$ cat src/rtl/sevseg_reader.sv
// -----------------------------------------------------------------------------
// sevseg_reader
// Passive receiver for a multiplexed, active-low seven-segment display bus.
// Each strobed digit is allowed to settle, its segment pattern is decoded back
// to a 4-bit value, and once every digit position has been captured the whole
// frame is published together with a one-cycle VALID pulse.
//
// Ports
//   CLK     in   system clock, rising edge
//   RST     in   synchronous active-high reset
//   AN      in   [NDIG]    anode strobes, bit i selects position i
//   SEG     in   [8]       segments, active low: 7=a 6=b .. 1=g 0=dp
//   DIGITS  out  [4*NDIG]  decoded values, DIGITS[4i+3:4i] is position i
//   BLANK   out  [NDIG]    position showed the all-off pattern
//   DP      out  [NDIG]    decimal point was lit at capture
//   ERR     out  [NDIG]    position showed an unrecognised pattern
//   VALID   out  1         one-cycle pulse: outputs updated with a new frame
// -----------------------------------------------------------------------------
module sevseg_reader #(
    parameter int NDIG          = 4,
    parameter int STABLE_CYC    = 16,
    parameter bit AN_ACTIVE_LOW = 1'b1
) (
    input  logic                CLK,
    input  logic                RST,
    input  logic [NDIG-1:0]     AN,
    input  logic [7:0]          SEG,
    output logic [4*NDIG-1:0]   DIGITS,
    output logic [NDIG-1:0]     BLANK,
    output logic [NDIG-1:0]     DP,
    output logic [NDIG-1:0]     ERR,
    output logic                VALID
);

    localparam int CW = (STABLE_CYC > 2) ? $clog2(STABLE_CYC) : 1;
    localparam logic [CW-1:0]   CNT_LAST = CW'(STABLE_CYC - 1);
    // Register value meaning "no anode active" in the bus's own polarity
    localparam logic [NDIG-1:0] AN_IDLE  = AN_ACTIVE_LOW ? {NDIG{1'b1}} : {NDIG{1'b0}};

    typedef enum logic [1:0] {
        ST_IDLE     = 2'd0,
        ST_SETTLE   = 2'd1,
        ST_CAPTURED = 2'd2
    } state_t;

    // Pattern lookup on segments a..g (dp excluded). Result is {err, blank, value}.
    function automatic logic [5:0] decode_seg(input logic [6:0] pat);
        case (pat)
            7'b0000001: decode_seg = {2'b00, 4'h0};
            7'b1001111: decode_seg = {2'b00, 4'h1};
            7'b0010010: decode_seg = {2'b00, 4'h2};
            7'b0000110: decode_seg = {2'b00, 4'h3};
            7'b1001100: decode_seg = {2'b00, 4'h4};
            7'b0100100: decode_seg = {2'b00, 4'h5};
            7'b0100000: decode_seg = {2'b00, 4'h6};
            7'b0001111: decode_seg = {2'b00, 4'h7};
            7'b0000000: decode_seg = {2'b00, 4'h8};
            7'b0000100: decode_seg = {2'b00, 4'h9};
            7'b1111111: decode_seg = {2'b01, 4'hF};
            default:    decode_seg = {2'b10, 4'hE};
        endcase
    endfunction

    logic [NDIG-1:0]    an_r;
    logic [7:0]         seg_r;
    logic [NDIG-1:0]    an_prev_r;
    logic [7:0]         seg_prev_r;
    logic [NDIG-1:0]    an_act_s;
    logic               qual_s;
    logic               same_s;
    logic [5:0]         dec_s;

    state_t             state_r;
    state_t             state_s;
    logic [CW-1:0]      cnt_r;
    logic [CW-1:0]      cnt_s;
    logic               cap_s;

    logic [NDIG-1:0]    seen_r;
    logic               frame_done_s;
    logic [4*NDIG-1:0]  shadow_val_r;
    logic [NDIG-1:0]    shadow_blank_r;
    logic [NDIG-1:0]    shadow_dp_r;
    logic [NDIG-1:0]    shadow_err_r;

    logic [4*NDIG-1:0]  digits_r;
    logic [NDIG-1:0]    blank_r;
    logic [NDIG-1:0]    dp_r;
    logic [NDIG-1:0]    err_r;
    logic               valid_r;

    // Input stage plus a one-cycle history used for the "unchanged" test
    always_ff @(posedge CLK) begin
        if (RST) begin
            an_r       <= AN_IDLE;
            seg_r      <= 8'hFF;
            an_prev_r  <= AN_IDLE;
            seg_prev_r <= 8'hFF;
        end else begin
            an_r       <= AN;
            seg_r      <= SEG;
            an_prev_r  <= an_r;
            seg_prev_r <= seg_r;
        end
    end

    // Normalise anode polarity, qualify on exactly one active anode, decode segments
    always_comb begin
        an_act_s = an_r;
        if (AN_ACTIVE_LOW) begin
            an_act_s = ~an_r;
        end else begin
            an_act_s = an_r;
        end
        // x & (x-1) clears the lowest set bit, so it is zero only for 0 or one-hot
        qual_s       = (an_act_s != {NDIG{1'b0}}) &&
                       ((an_act_s & (an_act_s - NDIG'(1))) == {NDIG{1'b0}});
        same_s       = (an_r == an_prev_r) && (seg_r == seg_prev_r);
        dec_s        = decode_seg(seg_r[7:1]);
        frame_done_s = &seen_r;
    end

    // Settle FSM state and counter register
    always_ff @(posedge CLK) begin
        if (RST) begin
            state_r <= ST_IDLE;
            cnt_r   <= {CW{1'b0}};
        end else begin
            state_r <= state_s;
            cnt_r   <= cnt_s;
        end
    end

    // Settle FSM next-state: count unchanged qualified cycles, capture once per activation
    always_comb begin
        state_s = state_r;
        cnt_s   = cnt_r;
        cap_s   = 1'b0;
        case (state_r)
            ST_IDLE: begin
                cnt_s = {CW{1'b0}};
                if (qual_s) begin
                    state_s = ST_SETTLE;
                end else begin
                    state_s = ST_IDLE;
                end
            end
            ST_SETTLE: begin
                if (!qual_s) begin
                    state_s = ST_IDLE;
                    cnt_s   = {CW{1'b0}};
                end else if (!same_s) begin
                    cnt_s   = {CW{1'b0}};
                end else if (cnt_r == CNT_LAST) begin
                    // Counter stops here, so it never wraps
                    cap_s   = 1'b1;
                    state_s = ST_CAPTURED;
                end else begin
                    cnt_s   = cnt_r + CW'(1);
                end
            end
            ST_CAPTURED: begin
                if (!qual_s) begin
                    state_s = ST_IDLE;
                    cnt_s   = {CW{1'b0}};
                end else if (!same_s) begin
                    state_s = ST_SETTLE;
                    cnt_s   = {CW{1'b0}};
                end else begin
                    state_s = ST_CAPTURED;
                end
            end
            default: begin
                state_s = ST_IDLE;
                cnt_s   = {CW{1'b0}};
            end
        endcase
    end

    // Shadow frame and seen mask; a completing frame clears seen but a capture
    // landing on the publish cycle still counts toward the next frame
    always_ff @(posedge CLK) begin
        if (RST) begin
            seen_r         <= {NDIG{1'b0}};
            shadow_val_r   <= {(4*NDIG){1'b0}};
            shadow_blank_r <= {NDIG{1'b0}};
            shadow_dp_r    <= {NDIG{1'b0}};
            shadow_err_r   <= {NDIG{1'b0}};
        end else begin
            seen_r <= (frame_done_s ? {NDIG{1'b0}} : seen_r) |
                      (cap_s ? an_act_s : {NDIG{1'b0}});
            for (int k = 0; k < NDIG; k++) begin
                if (cap_s && an_act_s[k]) begin
                    shadow_val_r[4*k +: 4] <= dec_s[3:0];
                    shadow_blank_r[k]      <= dec_s[4];
                    shadow_err_r[k]        <= dec_s[5];
                    shadow_dp_r[k]         <= ~seg_r[0];
                end
            end
        end
    end

    // Published frame: loads from the shadow the cycle after seen fills, else holds
    always_ff @(posedge CLK) begin
        if (RST) begin
            digits_r <= {(4*NDIG){1'b0}};
            blank_r  <= {NDIG{1'b1}};
            dp_r     <= {NDIG{1'b0}};
            err_r    <= {NDIG{1'b0}};
            valid_r  <= 1'b0;
        end else begin
            valid_r <= frame_done_s;
            if (frame_done_s) begin
                digits_r <= shadow_val_r;
                blank_r  <= shadow_blank_r;
                dp_r     <= shadow_dp_r;
                err_r    <= shadow_err_r;
            end
        end
    end

    assign DIGITS = digits_r;
    assign BLANK  = blank_r;
    assign DP     = dp_r;
    assign ERR    = err_r;
    assign VALID  = valid_r;

endmodule

$ cat config.mk
export PLATFORM = sky130hd
export DESIGN_NAME = sevseg_reader
export DESIGN_NICKNAME = d
export VERILOG_FILES = /design/src/rtl/sevseg_reader.sv
export SDC_FILE = /design/constraint.sdc
export NUM_CORES = 1
export LEC_CHECK = 0
export BUFFER_PORTS_ARGS = -buffer_cell sky130_fd_sc_hd__buf_2
export CAP_MARGIN = 5
export CORE_AREA = 2 2 91 93
export CTS_CLUSTER_DIAMETER = 50
export CTS_CLUSTER_SIZE = 24
export DETAILED_ROUTE_END_ITERATION = 10
export DIE_AREA = 0 0 93 95
export GPL_TIMING_DRIVEN = 0
export PLACE_DENSITY_LB_ADDON = 0.12
export SLEW_MARGIN = 5
export SYNTH_ARGS = -nofsm -noshare
export SYNTH_HDL_FRONTEND = slang
export SYNTH_SLANG_ARGS = --single-unit
$ cat constraint.sdc
create_clock -name CLK -period 2.6 [get_ports CLK]
set_clock_uncertainty 0.1 [all_clocks]
set_input_delay 0.52 -clock CLK [delete_from_list [all_inputs] [get_ports CLK]]
set_output_delay 0.52 -clock CLK [all_outputs]
set_load 0.03 [all_outputs]
### Word level (Yosys, flattened, before mapping)

Cells that the tools add are included.
Widths: inputs -> output; s select.

| operators by class | value |
|---|---|
| reduce and logical (&&, ||, !) cells | 13 |
| equal/unequal tests | 19 |
| add/subtract/negate cells | 2 |
| mux-type cells | 20 |
| bitwise logic cells | 4 |

Operator list:

| operator | number |
|---|---|
| $pmux 6 s11 | 1 |
| $mux 4 | 7 |
| $eq 7x7->1 const B | 3 |
| $eq 7x3->1 const B | 2 |
| $eq 7x6->1 const B | 2 |
| $mux 2 | 5 |
| $ne 3x3->1 const B | 3 |
| $eq 8x8->1 | 1 |
| $pmux 4 s2 | 1 |
| $eq 7x1->1 const B | 1 |
| $eq 7x4->1 const B | 1 |
| $eq 7x5->1 const B | 1 |
| $logic_not 7->1 | 1 |
| $logic_and 1x1->1 | 6 |
| $pmux 2 s3 | 1 |
| $mux 1 | 5 |
| $add 4x1->4 const B | 1 |
| $and 4x4->4 | 1 |
| $eq 4x4->1 | 1 |
| $eq 4x4->1 const B | 1 |
| $logic_not 4->1 | 1 |
| $ne 4x4->1 const B | 1 |
| $not 4->4 | 1 |
| $or 4x4->4 | 1 |
| 8 further kinds | 9 |

| storage, ports and cells | value |
|---|---|
| bits in registers | 91 |
| output and inout port bits | 29 |

### Longest topological paths before layout

| logic depth | value |
|---|---|
| depth after elaboration | 9 |
| mapped depth | 7 |
| depth with buffers taken out | 6 |

### Least setup slack after synthesis

No wires, ideal clock.

| path | value |
|---|---|
| path type | reg2reg |
| start point | register seg_r[4] |
| end point | register shadow_val_r[3] |
| data required time | 2.366 ns |
| path slack | 0.669 ns |
| setup time | 0.134 ns |
| arrival | 1.697 ns |
| stages on the path, launching flop included | 7 |
| cells stage by stage | dfxtp_1 buf_6 or3_4 a2111oi_4 a211oi_2 a221oi_4 a211oi_1 |

| between the ends | value |
|---|---|
| longest elaborated chain between the ends | 6 |
| elaborated cells on any way between the ends | 18 |
| classes of those cells | eq/ne (11); mux (4); reduce/logical (3) |

Ends and longest elaborated chain:

| what | line | RTL |
|---|---|---|
| from (decl) | 65 | `logic [7:0] seg_r;` |
| from (signal assigned) | 96 | `seg_r <= 8'hFF;` |
| from (signal assigned) | 101 | `seg_r <= SEG;` |
| $eq 8x8->1 | 118 | `same_s = (an_r == an_prev_r) && (seg_r == seg_prev_r);` |
| $logic_and 1x1->1 | 118 |  |
| $mux 1 | 152 | `end else if (!same_s) begin` |
| $mux 1 | 149 | `if (!qual_s) begin` |
| $mux 1 | 139 | `case (state_r)` |
| $logic_and 1x1->1 | 193 | `if (cap_s && an_act_s[k]) begin` |
| to (signal assigned) | 185 | `shadow_val_r <= {(4*NDIG){1'b0}};` |
| to (signal, indexed assignment) | 194 | `shadow_val_r[4*k +: 4] <= dec_s[3:0];` |
| to (decl) | 81 | `logic [4*NDIG-1:0] shadow_val_r;` |

Several ways; a longest one is shown, not always the timed one.
A chain may end at the register's enable or synchronous reset.

### Final worst setup path

| path | value |
|---|---|
| start point | register an_r[3] |
| end point | register shadow_val_r[7] |

| between the ends | value |
|---|---|
| longest elaborated chain between the ends | 8 |
| elaborated cells on any way between the ends | 12 |
| classes of those cells | add/sub (1); eq/ne (1); mux (3); bitwise (2); reduce/logical (5) |

Ends and longest elaborated chain:

| what | line | RTL |
|---|---|---|
| from (decl) | 64 | `logic [NDIG-1:0] an_r;` |
| from (signal assigned) | 95 | `an_r <= AN_IDLE;` |
| from (signal assigned) | 100 | `an_r <= AN;` |
| $not 4->4 | 111 | `an_act_s = ~an_r;` |
| $sub 4x1->4 | 117 | `((an_act_s & (an_act_s - NDIG'(1))) == {NDIG{1'b0}});` |
| $and 4x4->4 | 117 |  |
| $logic_not 4->1 | 117 |  |
| $logic_and 1x1->1 | 116 | `qual_s = (an_act_s != {NDIG{1'b0}}) &&` |
| $mux 1 (*) | 149 |  |
| $mux 1 (*) | 139 |  |
| $logic_and 1x1->1 (*) | 193 |  |

Mark *: on every way between the ends. The rest lies on a longest branch, timed or not.

==> flow_summary_export.csv <==
group,metric,value,unit
die,die_w,93,um
logic_synthesis,syn-num-nets,451,
route,drt-vias-per-instance,5.32,
timing,fmax,449,MHz
timing,period_minus_slack,2230,ps
cts,cts_tree,"yes",
logic_synthesis,synthesis.area,3810,sq um
timing,fin_setup_tns,0,ps
finish,drive_above_1_share,21.9,%
route,wl_per_cell,14.4,um
logic_synthesis,yosysSeqAreaShare,47.8,%
finish,syn2layout_area_growth,14.1,%
logic_synthesis,synth_edf_count,0,
run,drv_cap,0,
die,start_util,48.1,%
placed_design,place.port_buffers,42,
placed_design,place_area,4150,sq um
global_routing,grt_pass1_vias,2899,
route,postRouteAntennaNets,0,
cts,path_clk_slew,90,ps
worst_setup_path,critPathLaunchType,"flop",
finish,n_antenna_cell,0,
logic_synthesis,postSynthCellCount,436,
power,p_comb_share,7.3,%
global_routing,antenna_found_initial,0,
route,vias,3179,
min_path,holdCritPathClass,"primary input to flop",
worst_setup_path,crit_fanout,9,
cts,cts_buffers,9,
worst_setup_path,r2r_slack,370,ps
global_routing,grt_pass1_wl,14100,um
timing,relSlewSlack,42.3,%
logic_synthesis,synthArstFlopShare,0,%
cts,clkLatencyLatePin,360,ps
placed_design,routabilityCongestion,0.834,
placed_design,dp_hpwl,6270,um
worst_setup_path,cp-end-kind,"flop",
finish,post-route-util,54.9,%
timing,hold_viol_final,0,
cts,ctsRootBufferMaster,"clkbuf_8",
cts,cts_resized,0,
route,drtIter0Drc,117,
finish,design_area,4350,sq um
route,drc,0,
cts,cts.sinks,91,
power,power.switching,653,uW
cts,h-tree-depth,3,
logic_synthesis,synth_flop_cell,"dfxtp_1",
die,core_area,7930,sq um
power,ir_drop,0.351,mV
timing,worst-slew-pin-transition,859,ps
power,power_density,594,nW/um^2
route,routed_wl,8600,um
global_routing,grt_max_degree,17,
worst_setup_path,slowest_delay,580,ps
power,cellLeakagePower,1.55,nW
worst_setup_path,arrival,2410,ps
power,swShare,25.2,%
logic_synthesis,ys_seq_elements,91,
timing,slew_viol_final,0,
worst_setup_path,crit_type,"flop to flop",
die,die_h,95,um
finish,nNetsFinal,504,
global_routing,gr-total-overflow,0,
power,p_clk_share,37.7,%
status,outcome,"completed",
timing,rsz0062_at_grt,"false",
power,seqPwrFrac,55.0,%
global_routing,grtUsageTotal,20.7,%
worst_setup_path,crit_required,2780,ps
timing,post-route-period-util,85.7,%
power,p_int,1.93,mW
cts,cts-hold-fix-buffers,0,
logic_synthesis,synth.avg_cell_area,8.74,sq um
timing,finalSetupViolCount,0,
worst_setup_path,cp_cell_sequence,"buf_2, nand4b_1, and2_1, clkbuf_1, a211oi_2, a21oi_1, a211oi_1",
cts,post-cts-setup-buffers,0,
die,rows,33,
die,dieArea,8840,sq um
worst_setup_path,slowest_stage,"a211oi_2",
die,io_pins,43,
route,first_pass_iters,4,
logic_synthesis,yosysUniqueCellTypes,48,
cts,clk_path_buf_depth,2,
logic_synthesis,ys_warn_count,0,
==> cell usage in the layout, fill, tap and decap left out, types with 4 or more instances in the layout <==
cell      Yosys  routed
a211oi_1     10      10
a21oi_1      60      60
a31oi_1       4       4
and4_1        4       4
buf_2        11      53
clkbuf_1     20      20
clkbuf_8      0       9
dfxtp_1      91      91
inv_1         7       7
nand2_1      64      64
nand3_1      17      17
nand3b_1      5       5
nand4_1      13      13
nor2_1        9       9
nor2b_1       4       4
nor3_1        9       9
o21ai_0      21      21
or2_2        25      25
or3_1         8       8
xnor2_1      11      11
==> flip-flops by register name, summed over array words and instances (netlist names), 8 cells and up <==
register	count
DIGITS	16
seg_prev_r	8
seg_r	8
shadow_val_r	16
==> cells in the mapped netlist, types with 3 or more instances <==
cell type	n	area [sq um]
inv_1	7	26.3
nand3_1	17	85.1
nor4_1	3	18.8
and4_1	4	35.0
nor2b_1	4	25.0
nand2_1	64	240
clkbuf_1	20	75.1
xnor2_1	11	96.3
a21oi_1	60	300
a211oi_1	10	75.1
nor3_1	9	45.0
or2_2	25	156
nor4_2	3	37.5
nor2_1	9	33.8
dfxtp_1	91	1820
nand4_1	13	81.3
nand3b_1	5	37.5
buf_2	11	55.1
a31oi_1	4	25.0
o21ai_0	21	105
or3_1	8	50.1
nand4b_1	3	26.3
==> power by group through the flow <==
stage	Combinational, mW	Clock (mW)	Sequential [mW]
final	0.189	0.975	1.42
after floorplan	0.143	0	1.45
after detailed placement	0.188	0	1.45
after global placement	0.186	0	1.45
after global routing	0.206	1.06	1.42
after CTS	0.189	0.995	1.42
==> kinds of logic after synthesis <==
logic type	count (synthesis)	share of synthesized area (%)
DFF	91	47.8
buffers and inverters	40	4.59
muxes	1	0.263
and+or+nand+nor	180	26.1
xor gates and xnor gates	14	3.61
AOI/OAI and AO/OA	109	17.3
adders and majority gates	1	0.328
==> layer usage <==
layer | routed length (um) | vias to the layer above | global-route usage, %
li1 | - | 1631 | -
met1 | 4060 | 1449 | 26.5
met2 | 4030 | 81 | 34.2
met3 | 335 | 18 | 3.19
met4 | 184 | 0 | 10.2
met5 | 0 | - | 0
==> final timing paths <==
kind | start | endpoint | cells past startpoint
worst min-delay path | SEG[5] | seg_r[5] | 2
worst min register to register | shadow_val_r[4] | DIGITS[4] | 2
worst max register to register | an_r[3] | shadow_val_r[7] | 7
worst max-delay path | an_r[3] | shadow_val_r[7] | 7
==> area by class of cell <==
type,count,area (sq um)
Sequential cell,91,1820
Inverter,7,26.3
Multi-Input combinational cell,305,1820
Clock buffer,9,124
Timing Repair Buffer,42,210
Tap cell,105,131
Fill cell,781,3580
Clock inverter,6,73.8
Buffer,33,149
==> critical path, delay by kind of cell, from the launching register on <==
kind                   cells  cell delay [ps]
AO/OA/AOI/OAI              3              940
flip-flops                 1              310
AND/OR/NAND/NOR            2              400
buffers and inverters      2              400
==> per-stage QoR <==
stage / total power, mW / instances / hold WS (ps) / setup WS [ps]
after detailed placement: 1.64 / 583 / 345 / 399
after CTS: 2.60 / 598 / 218 / 377
after global placement: 1.64 / 583 / 340 / 382
final: 2.59 / 598 / 231 / 371
after floorplan: 1.60 / 436 / 328 / 669
after global routing: 2.69 / 598 / 222 / 176
Power figures use the tool's default switching activity.
